[config.mk]
export PLATFORM = sky130hd
export DESIGN_NAME = load_store_unit_flat
export DESIGN_NICKNAME = d
export VERILOG_FILES = /design/src/rtl/load_store_unit_pkg.sv /design/src/rtl/load_store_unit_if.sv /design/src/rtl/load_store_unit_lane_align.sv /design/src/rtl/load_store_unit.sv /design/src/flat_wrapper.sv
export SDC_FILE = /design/constraint.sdc
export NUM_CORES = 1
export LEC_CHECK = 0
export CORE_MARGIN = 2
export CORE_UTILIZATION = 35
export DETAILED_ROUTE_END_ITERATION = 8
export PLACE_DENSITY_LB_ADDON = 0.12
export SLEW_MARGIN = 15
export SYNTH_ARGS = -nofsm -noshare
export SYNTH_HDL_FRONTEND = slang
export SYNTH_SLANG_ARGS = --single-unit
[constraint.sdc]
create_clock -name clk -period 3.6 [get_ports clk]
set_input_delay 0.9 -clock clk [delete_from_list [all_inputs] [get_ports clk]]
set_output_delay 0.9 -clock clk [all_outputs]
set_load 0.02 [all_outputs]
[src/rtl/load_store_unit_pkg.sv]
// Shared definitions for the load/store unit: opcode and FSM state encodings
// plus small opcode classification helpers.
package load_store_unit_pkg;

    typedef enum logic [2:0] {
        OP_LB  = 3'd0,
        OP_LBU = 3'd1,
        OP_LH  = 3'd2,
        OP_LHU = 3'd3,
        OP_LW  = 3'd4,
        OP_SB  = 3'd5,
        OP_SH  = 3'd6,
        OP_SW  = 3'd7
    } lsu_op_e;

    typedef enum logic [1:0] {
        ST_IDLE  = 2'd0,
        ST_READ  = 2'd1,
        ST_WRITE = 2'd2,
        ST_RESP  = 2'd3
    } lsu_state_e;

    function automatic logic is_store(lsu_op_e op);
        return op inside {OP_SB, OP_SH, OP_SW};
    endfunction

    function automatic logic is_half(lsu_op_e op);
        return op inside {OP_LH, OP_LHU, OP_SH};
    endfunction

    function automatic logic is_word(lsu_op_e op);
        return op inside {OP_LW, OP_SW};
    endfunction

endpackage

[src/rtl/load_store_unit_if.sv]
// Core-request / response and data-memory signals of the load/store unit.
// master = core + memory side, slave = the load/store unit.
interface load_store_unit_if;
    logic        req_valid;
    logic        req_ready;
    logic [2:0]  req_op;
    logic [31:0] req_addr;
    logic [31:0] req_wdata;
    logic        resp_valid;
    logic [31:0] resp_rdata;
    logic        resp_err;
    logic [31:0] mem_addr;
    logic        mem_we;
    logic [31:0] mem_wd;
    logic [31:0] mem_rd;

    modport master (
        output req_valid, req_op, req_addr, req_wdata, mem_rd,
        input  req_ready, resp_valid, resp_rdata, resp_err, mem_addr, mem_we, mem_wd
    );

    modport slave (
        input  req_valid, req_op, req_addr, req_wdata, mem_rd,
        output req_ready, resp_valid, resp_rdata, resp_err, mem_addr, mem_we, mem_wd
    );
endinterface

[src/rtl/load_store_unit_lane_align.sv]
// Byte/half lane handling: load extract with sign/zero extension, and store merge.
// Latency: combinational.
// Backpressure: none.
module lsu_lane_align
    import load_store_unit_pkg::*;
(
    input  lsu_op_e     op,
    input  logic [1:0]  off,
    input  logic [31:0] word,
    input  logic [15:0] wdata,
    output logic [31:0] load_data,
    output logic [31:0] merged
);

    logic [7:0]  lane_b;
    logic [15:0] lane_h;

    always_comb begin
        lane_b    = word[{off, 3'b000} +: 8];
        lane_h    = off[1] ? word[31:16] : word[15:0];
        load_data = word;
        merged    = word;
        case (op)
            OP_LB:   load_data = {{24{lane_b[7]}}, lane_b};
            OP_LBU:  load_data = {24'h0, lane_b};
            OP_LH:   load_data = {{16{lane_h[15]}}, lane_h};
            OP_LHU:  load_data = {16'h0, lane_h};
            OP_SB:   merged[{off, 3'b000} +: 8] = wdata[7:0];
            OP_SH: begin
                if (off[1]) merged[31:16] = wdata;
                else        merged[15:0]  = wdata;
            end
            default: ;
        endcase
    end

endmodule

[src/rtl/load_store_unit.sv]
// Load/store sequencer towards a word-addressed data memory; MISALIGN_TRAP_EN traps misaligned half/word.
// Latency accept->resp: loads 2, SW 2, SB/SH 3 (read-modify-write), errors 1.
// Backpressure: req_ready only in IDLE; responses cannot be stalled.
module load_store_unit
    import load_store_unit_pkg::*;
#(
    parameter int unsigned MEM_DEPTH = 100
) (
    input  logic              clk,
    input  logic              rst,
    load_store_unit_if.slave  bus
);

    lsu_state_e  state_q, state_d;
    lsu_op_e     req_op, op_q;
    logic [1:0]  req_off, off_q;
    logic [31:0] addr_q, wd_q, rdata_q;
    logic        err_q;
    logic        accept, misalign, out_of_range, req_err;
    logic [31:0] load_data, merged;

    assign req_op       = lsu_op_e'(bus.req_op);
    assign accept       = bus.req_valid && (state_q == ST_IDLE);
    // Index beyond the memory errors out instead of wrapping.
    assign out_of_range = {2'b00, bus.req_addr[31:2]} >= 32'(MEM_DEPTH);
    assign req_err      = out_of_range | misalign;

    always_comb begin
        misalign = 1'b0;
        req_off  = bus.req_addr[1:0];
`ifdef MISALIGN_TRAP_EN
        if (is_half(req_op) && bus.req_addr[0])           misalign = 1'b1;
        if (is_word(req_op) && (bus.req_addr[1:0] != 2'b00)) misalign = 1'b1;
`else
        if (is_half(req_op)) req_off = {bus.req_addr[1], 1'b0};
        if (is_word(req_op)) req_off = 2'b00;
`endif
    end

    always_ff @(posedge clk or posedge rst) begin
        if (rst) state_q <= ST_IDLE;
        else     state_q <= state_d;
    end

    always_comb begin
        state_d = state_q;
        case (state_q)
            ST_IDLE: begin
                if (accept) begin
                    if (req_err)              state_d = ST_RESP;
                    else if (req_op == OP_SW) state_d = ST_WRITE;
                    else                      state_d = ST_READ;
                end
            end
            ST_READ:  state_d = is_store(op_q) ? ST_WRITE : ST_RESP;
            ST_WRITE: state_d = ST_RESP;
            ST_RESP:  state_d = ST_IDLE;
            default:  state_d = ST_IDLE;
        endcase
    end

    always_ff @(posedge clk or posedge rst) begin
        if (rst) begin
            op_q    <= OP_LB;
            off_q   <= 2'b00;
            addr_q  <= 32'h0;
            wd_q    <= 32'h0;
            rdata_q <= 32'h0;
            err_q   <= 1'b0;
        end else begin
            if (accept) begin
                op_q    <= req_op;
                off_q   <= req_off;
                addr_q  <= {2'b00, bus.req_addr[31:2]};
                wd_q    <= bus.req_wdata;
                rdata_q <= 32'h0;
                err_q   <= req_err;
            end
            // wd_q holds raw store data until the read phase replaces it with the merged word.
            if (state_q == ST_READ) begin
                if (is_store(op_q)) wd_q    <= merged;
                else                rdata_q <= load_data;
            end
        end
    end

    lsu_lane_align u_lane_align (
        .op        (op_q),
        .off       (off_q),
        .word      (bus.mem_rd),
        .wdata     (wd_q[15:0]),
        .load_data (load_data),
        .merged    (merged)
    );

    assign bus.req_ready  = (state_q == ST_IDLE);
    assign bus.resp_valid = (state_q == ST_RESP);
    assign bus.resp_err   = (state_q == ST_RESP) && err_q;
    assign bus.resp_rdata = rdata_q;
    assign bus.mem_addr   = addr_q;
    assign bus.mem_we     = (state_q == ST_WRITE);
    assign bus.mem_wd     = wd_q;

endmodule
[src/flat_wrapper.sv]
// flat-port wrapper written by rule: the top's interface ports become plain ports
module load_store_unit_flat import load_store_unit_pkg::*;
#(
    parameter int unsigned MEM_DEPTH = 100
)
  (clk, rst, bus_req_valid, bus_req_op, bus_req_addr, bus_req_wdata, bus_mem_rd, bus_req_ready, bus_resp_valid, bus_resp_rdata, bus_resp_err, bus_mem_addr, bus_mem_we, bus_mem_wd);
  load_store_unit_if bus_i ();
  input  logic clk;
  input  logic rst;
  input wire logic [$bits(bus_i.req_valid)-1:0] bus_req_valid;
  input wire logic [$bits(bus_i.req_op)-1:0] bus_req_op;
  input wire logic [$bits(bus_i.req_addr)-1:0] bus_req_addr;
  input wire logic [$bits(bus_i.req_wdata)-1:0] bus_req_wdata;
  input wire logic [$bits(bus_i.mem_rd)-1:0] bus_mem_rd;
  output wire logic [$bits(bus_i.req_ready)-1:0] bus_req_ready;
  output wire logic [$bits(bus_i.resp_valid)-1:0] bus_resp_valid;
  output wire logic [$bits(bus_i.resp_rdata)-1:0] bus_resp_rdata;
  output wire logic [$bits(bus_i.resp_err)-1:0] bus_resp_err;
  output wire logic [$bits(bus_i.mem_addr)-1:0] bus_mem_addr;
  output wire logic [$bits(bus_i.mem_we)-1:0] bus_mem_we;
  output wire logic [$bits(bus_i.mem_wd)-1:0] bus_mem_wd;
  assign bus_i.req_valid = bus_req_valid;
  assign bus_i.req_op = bus_req_op;
  assign bus_i.req_addr = bus_req_addr;
  assign bus_i.req_wdata = bus_req_wdata;
  assign bus_i.mem_rd = bus_mem_rd;
  assign bus_req_ready = bus_i.req_ready;
  assign bus_resp_valid = bus_i.resp_valid;
  assign bus_resp_rdata = bus_i.resp_rdata;
  assign bus_resp_err = bus_i.resp_err;
  assign bus_mem_addr = bus_i.mem_addr;
  assign bus_mem_we = bus_i.mem_we;
  assign bus_mem_wd = bus_i.mem_wd;
  load_store_unit #(.MEM_DEPTH(MEM_DEPTH)) u_core (.clk(clk), .rst(rst), .bus(bus_i));
endmodule
# Yosys cells after proc, flatten, opt, wreduce, memory -nomap -nowiden
# Cells that the tools add are included.
# totals
input_bits	102
out_inout_bits	100
ff_bits	102
# op_classes
shift	3
order_cmp	1
mux	19
add_sub_neg	1
n_eq_ne	16
reduce_logical	7
# op_table
operator	count
$mux 32	6
$pmux 32 s4	1
$pmux 32 s2	1
$mux 16	3
$bwmux 32	1
$shift 8x7->32 const A	1
$shiftx 32x6->8	1
$shiftx 8x7->32	1
$ge 30x7->1 const B	1
$eq 3x3->1 const B	6
$eq 3x2->1 const B	4
$mux 2	4
$pmux 2 s4	1
$neg 5->7	1
$reduce_bool 3->1	2
$eq 2x2->1 const B	2
$ne 4x3->1 const B	1
$eq 3x1->1 const B	1
$logic_not 3->1	1
$eq 2x1->1 const B	1
$logic_and 1x1->1	2
$logic_not 2->1	1
$mux 1	2
$ne 2x1->1 const B	1
$reduce_bool 2->1	1

# Longest topological paths before layout
# Gate-level depths: netlist of the first run.
# depth
word_depth	6
ltp_mapped	8
depth_no_buf	6

# By module
# A second synthesis of the first run with hierarchy kept.
# hier_totals
hier_cells	577
area_unflattened_um2	5615.4
# modules_own_cells
mod	n_inst	cells_per_inst	area_per_inst_um2
load_store_unit	1	396	4361.7
lsu_lane_align	1	181	1253.7

# Worst setup path after synthesis of the first run
# OpenSTA, ideal clock, no wires.
# synth_timing
path_type	flip-flop to flip-flop
startpoint	register u_core.off_q[1]
endpoint	register u_core.wd_q[2] (netlist: u_core.bus.mem_wd[2])
stages_incl_launch_ff	8
required_ns	3.534
setup_slack_ns	1.560
n_path_buf	1
synth_period_minus_slack_ns	2.040
setup_time_ns	0.066
t_arrival_ns	1.974
path_cell_list	dfrtp_1 > inv_1 > buf_2 > ha_1 > or2_2 > or2_2 > a21oi_1 > a221o_1
# synth_via
elab_chain_len	6
elab_cells_between_ends	8
# synth_rtl
item	line_no	text
start, declared	load_store_unit.sv:16	logic [1:0] req_off, off_q;
start signal, assigned	load_store_unit.sv:73	off_q <= req_off;
$neg 5->7	load_store_unit_lane_align.sv:28	OP_SB: merged[{off, 3'b000} +: 8] = wdata[7:0];
$shiftx 8x7->32 or $shift 8x7->32 (tied branches)	load_store_unit_lane_align.sv:28	
$bwmux 32	load_store_unit_lane_align.sv:28	
$pmux 32 s2	load_store_unit_lane_align.sv:23	case (op)
$mux 32	load_store_unit.sv:81	if (is_store(op_q)) wd_q <= merged;
$mux 32	load_store_unit.sv:80	if (state_q == ST_READ) begin
end signal, assigned	load_store_unit.sv:75	wd_q <= bus.req_wdata;
end signal, assigned	load_store_unit.sv:81	
end, declared	load_store_unit.sv:17	logic [31:0] addr_q, wd_q, rdata_q;
# Parallel ways exist; a longest one is shown, timed or not.
# A chain may end at the register's enable or synchronous reset.

# Final worst setup path of the first run
# layout_timing
startpoint	register u_core.state_q[1]
endpoint	output port bus_req_ready
# layout_via
elab_chain_len	1
# layout_rtl
item	line_no	text
start, declared	load_store_unit.sv:14	lsu_state_e state_q, state_d;
start signal, assigned	load_store_unit.sv:42	else state_q <= state_d;
$logic_not 2->1	load_store_unit.sv:96	assign bus.req_ready = (state_q == ST_IDLE);
end, declared	flat_wrapper.sv:15	output wire logic [$bits(bus_i.req_ready)-1:0] bus_req_ready;
# Every way passes these cells.

==> metrics.txt, run 1 <==
status finished clean; critical path class reg -> out; CP max FO 7; gr ovfl total 0; post-synthesis sequential area ratio 46.6%; max-slew violations 0; Cells after Synth 598; Top Ports 202; Worst-path clk slew 0.07 ns; P per Cell Area 912 nW/um^2; reg2reg start u_core.op_q[1]$_DFFE_PP0P_; port bufs 199; Routed Wire Length 19.7 mm; Avg Cell Area, Syn 9.16 sq um; Clock Latency Late Sink 0.36 ns; RSZ-0062 raised after global routing no; Num CTS Buffers 9; Layout Nets 887; distinct cell type count after synthesis 54; cell with the most instances after synthesis nand2_1; Synth-to-Final Area Change 44.2%; top cells by area, synth dfrtp_1 (47%), nand2_1 (12%), a21oi_1 (7.7%); drt pass-1 iters 7; Synth top cells by count nand2_1 (172), dfrtp_1 (102), a21oi_1 (84), buf_2 (22), a221o_1 (20); Net Sw Frac 43.5%; HP Class reg -> reg; post-synth top area share 46.6%; Synth Register Bits 102; initial antenna violation count 0; final instance area 7900 sq um; core area 15300 sq um; Reg2Reg Setup Slack 1.06 ns; Post-synth EDFFs 0; vias in the first global route 5151; clk sinks 102; Max clock buf depth 2; post-CTS setup buffers 0; final setup fails 0; Peak supply drop 0.000385 V; max frequency 0.368 GHz; Hold Path Depth 2; GRT Resource Usage Total 23.6%; startpoint types flop; average wire per standard cell 19.9 microns; reg2reg end u_core.bus.mem_wd[15]$_DFFE_PP0P_; via count 5385; Critical Path AT 1.82 ns; die area 16700 sq um; ANT cells 0; fillers 1427; post-DP HPWL 14.6 mm; Setup TNS 0 ns; Detailed Route Iter0 Violations 411; period utilization 75.5%; top cell type by total area after synthesis dfrtp_1; crit path capture type output port; post-DR vias/cell 5.43; worst-margin pin slew 0.990 ns; Die Ht 129 microns; share of cells above drive strength 1 6.67%; hold_ws 0.473 ns; hold_buf cts 0; Worst slew margin 34.0%; H-tree Lvls 3; largest net degree at the start of global routing 48; Final Critical Period 2.72 ns; CTS tree done; Post-synth ARST share 100%; Clock Skew 0.00822 ns; Leakage Power 3.31 nW; Net Switching 0.00314 W; yosys warns 0; starting density of the core 35.9%; Die Wd 129 microns; first-pass GRT wire length 29.7 mm; Final Hold Vio Count 0; post-CTS sizing 0; ys flop type dfrtp_1; Clk pwr share 14.8%; DRC 0; Netlist Area Pre-Place 5480 sq um; r2r worst-path depth 3; logic gate share of total power 54.4%; sequential share of power 30.8%; CTS root buffer clkbuf_16; required time of the critical path 2.70 ns; internal power 0.00407 W; hold_sp u_core.bus.mem_addr[26]$_DFFE_PP0P_; max-cap viol count 0; FP Rows 45; Worst Hold End u_core.bus.mem_addr[26]$_DFFE_PP0P_; placed cell area 7580 sq um; post-route ant nets 0; routability cong. 0.863
[registers in the layout (all words and copies together), names as in the netlist]
register,cells
u_core.bus.mem_addr,30
u_core.bus.mem_wd,32
u_core.bus.resp_rdata,32
u_core.err_q,1
u_core.off_q,2
u_core.op_q,3
u_core.state_q,2
[logic make-up (layout without fill, tap and decap cells)]
kind of cell | Yosys count | count (layout) | share of synthesized area, %
AND/OR/NAND/NOR | 227 | 227 | 19.4
AO/OA/AOI/OAI | 195 | 195 | 24.6
flip-flops | 102 | 102 | 46.6
buffers and inverters | 51 | 232 | 4.89
multiplexers | 12 | 12 | 2.26
adder cells (fa/ha/maj) | 9 | 9 | 2.06
other | 1 | 2 | 0.0685
XOR/XNOR | 1 | 1 | 0.160
[through the flow]
step	setup WS, ns	std cells	util, %	power [W]
2_1_floorplan	0.0245	599	-	0.00446
3_3_place_gp	0.826	976	49.7	0.00606
3_5_place_dp	0.747	976	49.7	0.00615
4_1_cts	0.851	991	51.8	0.00724
5_1_grt	0.801	991	51.8	0.00766
6_report	0.880	991	51.8	0.00721
[critical path, cell delays in order, from the launching register on]
cell,delay [ns]
dfrtp_1,0.41
inv_1,0.10
ha_1,0.29
clkdlybuf4s50_1,0.66
[metal layers]
metal	up-vias	part of all wire (%)	track usage [%]
met3	26	9.1	7.14
li1	2513	-	-
met4	0	2.0	7.86
met2	229	45	36.5
met5	-	0	0
met1	2617	44	31.7
[power by group through the flow]
stage,sequential (W),clock [W],combinational [W]
floorplan,0.00267,0,0.00179
global placement,0.00221,0,0.00385
detailed placement,0.00222,0,0.00393
CTS,0.00222,0.00108,0.00394
global route,0.00229,0.00113,0.00424
finish,0.00222,0.00107,0.00392
[how the worst max path moves through the flow]
stage	cells after the start	end	startpoint	slack (ns)
finish	3	bus_req_ready	u_core.state_q[1]$_DFFE_PP0P_	0.88
CTS	3	bus_req_ready	u_core.state_q[0]$_DFFE_PP0P_	0.85
global route	3	bus_req_ready	u_core.state_q[0]$_DFFE_PP0P_	0.80
global placement	6	u_core.bus.mem_wd[28]$_DFF_PP0_	bus_req_valid	0.83
floorplan	1	u_core.bus.mem_addr[0]$_DFFE_PP0P_	rst	0.02
detailed placement	6	u_core.bus.mem_wd[26]$_DFF_PP0_	bus_req_valid	0.75
[area by class of cell]
class	instances	area (sq um)	area share, %
Multi-Input combinational cell	446	2660	33.7
Sequential cell	102	2550	32.3
Timing Repair Buffer	209	2070	26.2
Tap cell	211	264	3.34
Clock buffer	9	225	2.85
Clock inverter	6	93.8	1.19
Inverter	8	32.5	0.412
[layout by cell type, fill, tap and decap left out, types with 3 or more instances in the layout]
cell type,netlist,layout
a211oi_1,3,3
a21oi_1,84,84
a21oi_2,11,11
a221o_1,20,20
a221oi_1,16,16
a22o_1,7,7
a22oi_1,7,7
a31oi_1,6,6
a32o_1,8,8
and3_1,3,3
buf_4,7,10
clkbuf_16,0,9
clkdlybuf4s50_1,0,199
dfrtp_1,102,102
ha_1,9,9
inv_1,8,7
mux2i_1,11,11
nand2_1,172,171
nand2b_1,3,3
nand4_1,4,4
nand4b_1,3,3
nor2_1,10,10
nor2b_1,3,3
nor3_1,4,4
nor4_1,6,6
o211ai_1,7,7
o21ai_0,9,9
o21ai_1,3,3
o22ai_1,5,5
(Power assumes the default switching activity.)
==> run 2: changes to the inputs <==
Clock period 3.6 ns to 2.2 ns, I/O delays scaled along.
==> run 2 against run 1 <==
Effect of this change: global-route usage grew 1.1 points; sequential share of layout area fell by 1.3 points; hold slack better by 0.0016 ns; critical path depth down 1; clock power increased by 50%; utilization is 2.1 points higher; via count grew 2.0%; power rose by 66%.
==> metrics.txt, run 2 (synthesized netlist as in run 1, its figures left out) <==
CP max FO 4 (-3); grt met3 use 6.73% (-0.41 points); core area 15300 sq um (unchanged); Worst-path clk slew 0.07 ns (about the same); crit path capture type output port; Final Worst Setup Slack 0.109 ns (-0.772 ns); P per Cell Area 1460 nW/um^2 (+60%); worst-margin pin slew 0.600 ns (-0.390 ns); Die Wd 129 microns (unchanged); H-tree Lvls 3 (unchanged); Pwr Total 0.0120 W (+66%); DP Cell Count 1013 (+3.8%); GR Util met2 40.1% (+3.6 points); Die Ht 129 microns (unchanged); initial antenna violation count 0 (unchanged); Clock Latency Late Sink 0.36 ns (about the same); Worst slew margin 59.8% (+26 points); Final Critical Period 2.09 ns; internal power 0.00681 W (+67%); DRC 0 (unchanged); ANT cells 0 (unchanged); Top Ports 202 (unchanged); gr ovfl total 0 (unchanged); CTS tree done; Net Sw Frac 43.1% (-0.38 points); logic gate share of total power 57.3% (+2.9 points); CTS root buffer clkbuf_16; Peak supply drop 0.000670 V (+74%); met1 usage 32.7% (+0.98 points); via count 5494 (+2.0%); Leakage Power 3.51 nW (+6.0%); Net Switching 0.00517 W (+65%); post-DR vias/cell 5.34 (-1.6%); most frequent cells in the layout clkdlybuf4s50_1 (196), nand2_1 (171), dfrtp_1 (102); final setup fails 0 (unchanged); GRT Resource Usage Total 24.7% (+1.1 points); Routed Wire Length 20.2 mm (+2.9%); port bufs 199 (unchanged); Max clock buf depth 2 (unchanged); die area 16700 sq um (unchanged); FP Rows 45 (unchanged); HP Class reg -> reg; Synth-to-Final Area Change 50.1%; Place WS 0.0265 ns (-0.720 ns); Detailed Route Iter0 Violations 505 (+23%); critical path class reg -> out; RSZ-0062 raised after global routing no; post-DP HPWL 15.5 mm (+5.7%); commonest non-fill, non-tap cell in the layout clkdlybuf4s50_1; hold_buf cts 0 (unchanged); vias in the first global route 5542 (+7.6%); sequential share of power 29.2% (-1.6 points); drt pass-1 iters 6 (-1); gr busiest metal met2; status finished clean; max frequency 0.478 GHz; first-pass GRT wire length 31.2 mm (+4.9%); Final Hold Vio Count 0 (unchanged); non-filler cells, final 1028 (+3.7%); average wire per standard cell 19.7 microns (-0.84%); startpoint types flop; max-slew violations 0 (unchanged); period utilization 95.1%; post-CTS sizing 3 (+3); starting density of the core 35.9% (unchanged); post-CTS setup buffers 0 (unchanged); largest net degree at the start of global routing 73 (+52%); Clk pwr share 13.4% (-1.4 points); Critical Path AT 1.54 ns (-0.28 ns); clk sinks 102 (unchanged); routability cong. 0.854 (-0.96%); max-cap viol count 0 (unchanged); Clock Skew 0.00601 ns (-0.00220 ns); Setup TNS 0 ns (unchanged); Layout Nets 924 (+4.2%); required time of the critical path 1.65 ns (-1.05 ns); share of cells above drive strength 1 10.8% (+4.1 points); post-route ant nets 0 (unchanged); Num CTS Buffers 9 (unchanged)
-- run 2: cell count changes in the layout (fill, tap and decap cells not counted), sizes merged --
cell / change
clkinv: +1
clkdlybuf4s50: -3
clkinvlp: +1
bufinv: -1
clkbuf: +1
buf: +37
dlygate4sd2: +3
inv: -2
-- run 2: metrics by stage --
step	utilization, %	hold WS (ns)	instance area, sq um
floorplan	-	0.442	5480
global placement	52.0	0.457	7930
detailed placement	52.0	0.463	7930
CTS	53.9	0.480	8220
global route	53.9	0.500	8220
finish	53.9	0.475	8220
-- run 2: worst paths after layout --
| kind | slack, ns | end | cells after the start | startpoint |
|---|---|---|---|---|
| max | 0.11 | bus_resp_valid | 2 | u_core.state_q[0]$_DFFE_PP0P_ |
| min | 0.47 | u_core.bus.mem_addr[6]$_DFFE_PP0P_ | 2 | u_core.bus.mem_addr[6]$_DFFE_PP0P_ |
| max reg2reg | 0.19 | u_core.bus.mem_wd[28]$_DFF_PP0_ | 4 | u_core.op_q[2]$_DFFE_PP0P_ |
| min reg2reg | 0.47 | u_core.bus.mem_addr[6]$_DFFE_PP0P_ | 2 | u_core.bus.mem_addr[6]$_DFFE_PP0P_ |
| max in group asynchronous | 1.20 | u_core.bus.resp_rdata[9]$_DFF_PP0_ | 3 | rst |
| min in group asynchronous | 0.61 | u_core.bus.mem_wd[4]$_DFFE_PP0P_ | 3 | rst |
-- run 2: critical path, cell delays in order, from the launching register on --
cell	delay (ns)
dfrtp_1	0.40
ha_1	0.18
clkdlybuf4s50_1	0.61
-- run 2: layout make-up --
class / count / area [sq um]
clock inverters: 5 / 60.1
flip-flops and latches: 102 / 2550
well taps: 211 / 264
repair buffers: 246 / 2420
inverters: 8 / 33.8
fillers: 1424 / 7040
multi-input cells: 446 / 2660
clock buffers: 10 / 229
-- run 2: routing by layer --
metal  wire, microns  up-vias
li1                -     2588
met5               0        -
met2            9590      237
met4             293        0
met1            8670     2649
met3            1680       20
-- run 2: power groups by stage --
stage | registers (W) | logic (W) | clock network [W]
floorplan | 0.00437 | 0.00293 | 0
global placement | 0.00349 | 0.00683 | 0
detailed placement | 0.00353 | 0.00690 | 0
CTS | 0.00352 | 0.00692 | 0.00164
global route | 0.00362 | 0.00746 | 0.00172
finish | 0.00350 | 0.00687 | 0.00161
